### src/rtl/id_scoreboard_pkg.sv
`default_nettype none
// ============================================================================
// Module  : id_scoreboard_pkg
// Purpose : Shared constants and helpers for the decode-stage register
//           scoreboard (register index width, register count, counter width).
// Ports   : none (package)
// Revision: 1.0 - initial release
// ============================================================================
package id_scoreboard_pkg;

   localparam int                   REG_IDX_W       = 5;
   localparam int                   NUM_REGS        = 32;
   localparam logic [REG_IDX_W-1:0] REG_ZERO        = 5'd0;
   localparam int                   SB_CNT_W        = 2;
   localparam int                   SB_MAX_INFLIGHT = 3;

   // True when an enabled event targets register r; x0 never matches.
   function automatic logic idx_hit(input logic                 en,
                                    input logic [REG_IDX_W-1:0] idx,
                                    input logic [REG_IDX_W-1:0] r);
      return en && (idx == r) && (r != REG_ZERO);
   endfunction

endpackage
`default_nettype wire

### src/rtl/id_scoreboard_sb_counter.sv
`default_nettype none
// ============================================================================
// Module  : sb_counter
// Purpose : One saturating up/down pending-write counter of the scoreboard.
//           Net change per cycle is inc - dec_wb - dec_kill; results outside
//           [0, MAX_INFLIGHT] are clamped and flagged on o_err.
// Ports   : clk, rst        - clock, synchronous active-high reset
//           i_inc           - an issued instruction will write this register
//           i_dec_wb        - a write to this register retires this cycle
//           i_dec_kill      - a pending write to this register is squashed
//           o_cnt           - current count (registered)
//           o_cnt_nxt       - count that will be loaded on the next edge
//           o_err           - this cycle's update over/underflowed (comb)
// Revision: 1.0 - initial release
// ============================================================================
module sb_counter #(
   parameter int CNT_W        = 2,
   parameter int MAX_INFLIGHT = 3
) (
   input  logic             clk,
   input  logic             rst,
   input  logic             i_inc,
   input  logic             i_dec_wb,
   input  logic             i_dec_kill,
   output logic [CNT_W-1:0] o_cnt,
   output logic [CNT_W-1:0] o_cnt_nxt,
   output logic             o_err
);

   localparam logic signed [CNT_W+1:0] c_max = (CNT_W+2)'(MAX_INFLIGHT);

   logic        [CNT_W-1:0] r_cnt;
   logic signed [CNT_W:0]   w_delta;
   logic signed [CNT_W+1:0] w_sum;

   always_comb begin
      w_delta   = $signed({{CNT_W{1'b0}}, i_inc})
                - $signed({{CNT_W{1'b0}}, i_dec_wb})
                - $signed({{CNT_W{1'b0}}, i_dec_kill});
      // Zero-extend the count, sign-extend the delta: the sum spans
      // -2 .. MAX+1 and needs two extra bits.
      w_sum     = $signed({2'b00, r_cnt}) + $signed({w_delta[CNT_W], w_delta});
      o_err     = 1'b0;
      o_cnt_nxt = w_sum[CNT_W-1:0];
      if (w_sum > c_max) begin
         o_cnt_nxt = CNT_W'(MAX_INFLIGHT);
         o_err     = 1'b1;
      end else if (w_sum[CNT_W+1]) begin
         o_cnt_nxt = '0;
         o_err     = 1'b1;
      end
   end

   always_ff @(posedge clk) begin
      if (rst) begin
         r_cnt <= '0;
      end else begin
         r_cnt <= o_cnt_nxt;
      end
   end

   assign o_cnt = r_cnt;

endmodule
`default_nettype wire

### src/rtl/id_scoreboard.sv
`default_nettype none
// ============================================================================
// Module  : id_scoreboard
// Purpose : Decode-stage register scoreboard and stall controller. Tracks the
//           number of in-flight writes per architectural register, stalls
//           decode on unresolved sources and counts stall cycles.
// Ports   : clk, rst                    - clock, synchronous active-high reset
//           id_valid                    - decode holds a valid instruction
//           rs1, rs2, rs1_used, rs2_used- source indices and read enables
//           id_regWrite, id_rd          - decoded instruction's destination
//           wb_regWrite, wb_rd          - writeback commit this cycle
//           kill_valid, kill_regWrite,
//           kill_rd                     - squash of the instruction in EX
//           stall                       - hold decode / bubble EX (comb)
//           issue                       - instruction advances (comb)
//           busy                        - any write pending (registered)
//           stall_cycles                - stall cycle counter (registered)
//           sb_error                    - sticky over/underflow (registered)
// Revision: 1.0 - initial release
// ============================================================================
module id_scoreboard
   import id_scoreboard_pkg::*;
#(
   parameter int MAX_INFLIGHT = SB_MAX_INFLIGHT,
   // Must satisfy 2**CNT_W - 1 >= MAX_INFLIGHT.
   parameter int CNT_W        = SB_CNT_W,
   parameter int WB_BYPASS    = 1
) (
   input  logic                 clk,
   input  logic                 rst,
   input  logic                 id_valid,
   input  logic [REG_IDX_W-1:0] rs1,
   input  logic [REG_IDX_W-1:0] rs2,
   input  logic                 rs1_used,
   input  logic                 rs2_used,
   input  logic                 id_regWrite,
   input  logic [REG_IDX_W-1:0] id_rd,
   input  logic                 wb_regWrite,
   input  logic [REG_IDX_W-1:0] wb_rd,
   input  logic                 kill_valid,
   input  logic [REG_IDX_W-1:0] kill_rd,
   input  logic                 kill_regWrite,
   output logic                 stall,
   output logic                 issue,
   output logic                 busy,
   output logic [31:0]          stall_cycles,
   output logic                 sb_error
);

   logic [CNT_W-1:0]    w_cnt [NUM_REGS];
   logic [NUM_REGS-1:1] w_err;
   logic [NUM_REGS-1:1] w_nz_nxt;

   logic [CNT_W-1:0] w_cnt_rs1;
   logic [CNT_W-1:0] w_cnt_rs2;
   logic             w_rs1_pend;
   logic             w_rs2_pend;
   logic             w_rs1_byp;
   logic             w_rs2_byp;
   logic             w_stall;
   logic             w_issue;

   logic             r_busy;
   logic             r_sb_error;
   logic [31:0]      r_stall_cycles;

   // x0 is never tracked; its slot reads as zero so lookups need no guard.
   assign w_cnt[0] = '0;

   generate
      for (genvar r = 1; r < NUM_REGS; r++) begin : g_cnt
         localparam logic [REG_IDX_W-1:0] c_r = REG_IDX_W'(r);

         logic             w_inc;
         logic             w_dec_wb;
         logic             w_dec_kill;
         logic [CNT_W-1:0] w_nxt;

         assign w_inc      = idx_hit(w_issue && id_regWrite, id_rd, c_r);
         assign w_dec_wb   = idx_hit(wb_regWrite, wb_rd, c_r);
         assign w_dec_kill = idx_hit(kill_valid && kill_regWrite, kill_rd, c_r);

         sb_counter #(
            .CNT_W        (CNT_W),
            .MAX_INFLIGHT (MAX_INFLIGHT)
         ) u_cnt (
            .clk        (clk),
            .rst        (rst),
            .i_inc      (w_inc),
            .i_dec_wb   (w_dec_wb),
            .i_dec_kill (w_dec_kill),
            .o_cnt      (w_cnt[r]),
            .o_cnt_nxt  (w_nxt),
            .o_err      (w_err[r])
         );

         assign w_nz_nxt[r] = |w_nxt;
      end
   endgenerate

   // Source lookup and stall terms. The bypass exception applies only when
   // the retiring write is the last one pending and nothing else this cycle
   // re-targets the register. The decode-side check uses id_valid rather
   // than issue so the stall path never depends on its own result; this is
   // conservative only for an instruction that both reads and writes x.
   always_comb begin
      w_cnt_rs1  = w_cnt[rs1];
      w_cnt_rs2  = w_cnt[rs2];

      w_rs1_pend = id_valid && rs1_used && (rs1 != REG_ZERO) && (w_cnt_rs1 != '0);
      w_rs2_pend = id_valid && rs2_used && (rs2 != REG_ZERO) && (w_cnt_rs2 != '0);

      w_rs1_byp  = (WB_BYPASS != 0) && (w_cnt_rs1 == CNT_W'(1))
                && wb_regWrite && (wb_rd == rs1)
                && !(kill_valid && kill_regWrite && (kill_rd == rs1))
                && !(id_valid && id_regWrite && (id_rd == rs1));
      w_rs2_byp  = (WB_BYPASS != 0) && (w_cnt_rs2 == CNT_W'(1))
                && wb_regWrite && (wb_rd == rs2)
                && !(kill_valid && kill_regWrite && (kill_rd == rs2))
                && !(id_valid && id_regWrite && (id_rd == rs2));

      w_stall    = (w_rs1_pend && !w_rs1_byp) || (w_rs2_pend && !w_rs2_byp);
      w_issue    = id_valid && !w_stall;
   end

   always_ff @(posedge clk) begin
      if (rst) begin
         r_busy         <= 1'b0;
         r_sb_error     <= 1'b0;
         r_stall_cycles <= 32'd0;
      end else begin
         // busy mirrors the counter values being loaded on this edge.
         r_busy     <= |w_nz_nxt;
         r_sb_error <= r_sb_error | (|w_err);
         if (w_stall) begin
            r_stall_cycles <= r_stall_cycles + 32'd1;
         end
      end
   end

   assign stall        = w_stall;
   assign issue        = w_issue;
   assign busy         = r_busy;
   assign sb_error     = r_sb_error;
   assign stall_cycles = r_stall_cycles;

endmodule
`default_nettype wire
### config.mk
export PLATFORM = sky130hd
export DESIGN_NAME = id_scoreboard
export DESIGN_NICKNAME = d
export VERILOG_FILES = /design/src/rtl/id_scoreboard_pkg.sv /design/src/rtl/id_scoreboard_sb_counter.sv /design/src/rtl/id_scoreboard.sv
export SDC_FILE = /design/constraint.sdc
export NUM_CORES = 1
export LEC_CHECK = 0
export CAP_MARGIN = 25
export CORE_MARGIN = 2
export CORE_UTILIZATION = 55
export CTS_BUF_LIST = sky130_fd_sc_hd__clkbuf_16
export DETAILED_ROUTE_END_ITERATION = 8
export HOLD_SLACK_MARGIN = 0.1
export PLACE_DENSITY = 0.85
export SYNTH_ARGS = -nofsm -noshare
export SYNTH_HDL_FRONTEND = slang
export SYNTH_SLANG_ARGS = --single-unit
### constraint.sdc
create_clock -name clk -period 9.4 [get_ports clk]
set_clock_uncertainty 0.05 [all_clocks]
set_input_delay 1.88 -clock clk [delete_from_list [all_inputs] [get_ports clk]]
set_output_delay 1.88 -clock clk [all_outputs]
set_load 0.02 [all_outputs]
==> results.json <==
{
  "clock_path_buffers": 2,
  "avgSynthCellArea_um2": 8.36,
  "grt_antenna_before_repair": 1,
  "postCtsHoldBufs": 0,
  "place.gp.congestion": 1.12,
  "ir_worst_vdd_mv": 0.200,
  "leakage_nw": 4.86,
  "arrival_ns": 6.22,
  "hold_class": "reg2reg",
  "worstPathCellList": "clkdlybuf4s50_1 > buf_4 > mux4_2 > mux2i_1 > mux2i_1 > a32oi_1 > o41ai_1 > nor2_2 > buf_4 > inv_1 > clkdlybuf4s50_1",
  "synth_edf_count": 0,
  "fmax_mhz": 123,
  "outcome": "complete, no violations",
  "die_area_mm2": 0.0201,
  "worst_ep_required_time_ns": 7.47,
  "grt_use_total": 0.327,
  "grt_max_degree": 71,
  "rows": 50,
  "drt_wl_total_um": 31800,
  "worst-setup-path-type": "in2out",
  "crit-reg2reg-launch": "g_cnt[20].u_cnt.o_cnt[1]",
  "cts-resized-gates": 0,
  "cp-end-kind": "primary output",
  "grt_pass1_vias": 9413,
  "grt_pass1_wl_um": 50400,
  "ant_nets": 0,
  "synth_area_leader_cell": "dfxtp_1",
  "grt_overflow_total": 0,
  "crit_path_end": "stall",
  "final-hold-violation-count": 0,
  "root_buffer": "clkbuf_16",
  "dr.pass1.iters": 6,
  "timing.slew.headroom": 0.261,
  "slew_viol_final": 0,
  "setup_violations": 0,
  "maxCapViolations": 0,
  "fill_cells": 1623,
  "fp.dieH_um": 142,
  "crit_slowest_cell": "clkdlybuf4s50_1",
  "synth_top_area_share": 0.184,
  "finalSetupTns_ns": 0,
  "powerDensity_mw_per_mm2": 203,
  "worstPathMaxFanout": 20,
  "final_layout_size_suffix_gt1_frac": 0.0647,
  "num_vias": 9614,
  "rsz0062_at_grt": "no",
  "dr.first_iter.drc_count": 993,
  "cp-startpoint": "rs2[0]",
  "io-pin-count": 70,
  "port_buffers": 69,
  "num_antenna_cells": 0,
  "slowest_delay_ns": 0.99,
  "nets": 1499,
  "cts_buffers": 9,
  "cts_htree_levels": 3,
  "via_per_inst": 6.34,
  "cts_tree": "built",
  "wl_per_cell_um": 21.0,
  "dpl.hpwl_um": 25300,
  "synth_seq_cells": 96,
  "min_period_over_period": 0.867,
  "r2r_cells": 17,
  "route.detailed.drc": 0,
  "start_util": 0.559,
  "r2r_end": "busy",
  "netlist_area_mm2": 0.0104,
  "synth-seq-area-share": 0.184,
  "syn_nets": 1467,
  "cts_sinks": 96,
  "area_growth_pct": 10.5,
  "ff2ff_setup_slack_ns": 3.74,
  "synth_warnings": 0,
  "synth_area_leaders": "dfxtp_1, ha_1, fa_1, inv_1, nor2_1",
  "dieWidth_um": 142,
  "clk_pin_slew_ns": 0.08,
  "synthCells": 1246,
  "p_total_w": 0.00233,
  "tightestPinTransition_ns": 1.10,
  "critPathLaunchType": "primary input",
  "post-route-util": 0.618,
  "synth_ff_type": "dfxtp_1",
  "period_needed_ns": 8.15,
  "synthArstFlopShare": 0,
  "clkLatencyLatePin_ns": 0.37,
  "core_area_mm2": 0.0186,
  "postCtsSetupBuffers": 0,
  "ys_types": 57
}
-- area by class of cell --
type                    instances  area [um^2]  share of cell area
repair buffers                 80          763              0.0663
inverters                     168          631              0.0548
multi-input cells             923         7600               0.660
well taps                     234          293              0.0254
clock inverters                 7         78.8             0.00684
flip-flops and latches         96         1920               0.167
clock buffers                   9          225              0.0196
-- worst max-delay path: cells and delay by family --
kind | cells | cell delay (ns)
buf+inv | 5 | 2.27
compound gates | 2 | 0.46
mux | 3 | 0.78
simple gates | 1 | 0.82
-- cells by family after synthesis --
logic type      share of synthesized area
flops                               0.184
xor+xnor                           0.0513
buf+inv                            0.0862
simple gates                        0.206
mux                                 0.101
compound gates                      0.103
fa+ha+maj                           0.269
-- routing by layer --
| layer | share of wire | GRT usage |
|---|---|---|
| met5 | 0.00041 | 0 |
| met3 | 0.12 | 0.0881 |
| met1 | 0.38 | 0.418 |
| met2 | 0.44 | 0.505 |
| met4 | 0.064 | 0.179 |
-- registers in the layout, summed over array words and instances, names as in the netlist --
register	flops
busy	1
g_cnt.u_cnt.o_cnt	62
sb_error	1
stall_cycles	32
-- how the worst min path moves through the flow --
stage,from,end,slack [ns],cells past startpoint
global placement,stall_cycles[1],stall_cycles[1],0.48,2
global route,stall_cycles[31],stall_cycles[31],0.55,2
finish,stall_cycles[31],stall_cycles[31],0.51,2
floorplan,stall_cycles[1],stall_cycles[1],0.53,2
CTS,stall_cycles[31],stall_cycles[31],0.52,2
detailed placement,stall_cycles[31],stall_cycles[31],0.50,2
-- synth_stat cells, types with 3 or more instances --
cell / number
and3_1: 8
nand3_1: 57
clkbuf_1: 36
xor2_1: 12
nand2_1: 51
o21bai_1: 22
fa_1: 62
buf_1: 7
nand2b_1: 10
nand4_1: 36
inv_1: 168
mux4_2: 23
a211oi_1: 9
o21a_1: 3
ha_1: 125
buf_2: 10
a221oi_1: 4
nor2b_1: 43
mux2_1: 16
buf_6: 3
mux2_2: 19
a211o_1: 3
mux2i_1: 14
buf_4: 3
nor4_1: 15
a31o_2: 6
nor3b_1: 12
o211ai_1: 3
and2_1: 3
nor3_1: 26
dfxtp_1: 96
a21oi_1: 34
and3b_1: 3
a31oi_1: 4
o21ai_0: 59
o31ai_1: 3
and4_1: 5
nor2_1: 162
xnor2_1: 49
-- power breakdown --
part	total (W)	internal (W)	switching, W
registers	0.000720	0.000527	0.000193
logic	0.00122	0.000497	0.000722
clock network	0.000394	0.000210	0.000184
-- placed cells by master (no fill, tap or decap), drive strengths merged, types with 4 or more instances in the layout --
| master | n |
|---|---|
| xor2 | 12 |
| and4 | 5 |
| a221oi | 4 |
| dfxtp | 96 |
| ha | 125 |
| nand4 | 36 |
| a211oi | 9 |
| and3 | 8 |
| mux2i | 14 |
| buf | 12 |
| nor4 | 15 |
| nor3 | 26 |
| mux2 | 35 |
| inv | 171 |
| mux4 | 23 |
| clkbuf | 10 |
| o21bai | 22 |
| nand3 | 57 |
| xnor2 | 49 |
| a21oi | 34 |
| a31o | 6 |
| nor3b | 12 |
| nand2b | 10 |
| nor2b | 43 |
| fa | 62 |
| nor2 | 162 |
| nand2 | 51 |
| a31oi | 4 |
| o21ai | 60 |
| clkdlybuf4s50 | 67 |
-- through the flow --
stage	hold slack [ns]	cell area, um^2	std cells	worst slack [ns]
after floorplan	0.534	10400	1246	3.24
after global placement	0.477	11200	1500	1.33
after detailed placement	0.504	11200	1500	1.21
after CTS	0.523	11500	1516	1.36
after global routing	0.548	11500	1517	1.12
final	0.513	11500	1517	1.25
No activity file was read; power rests on OpenSTA's default activity.
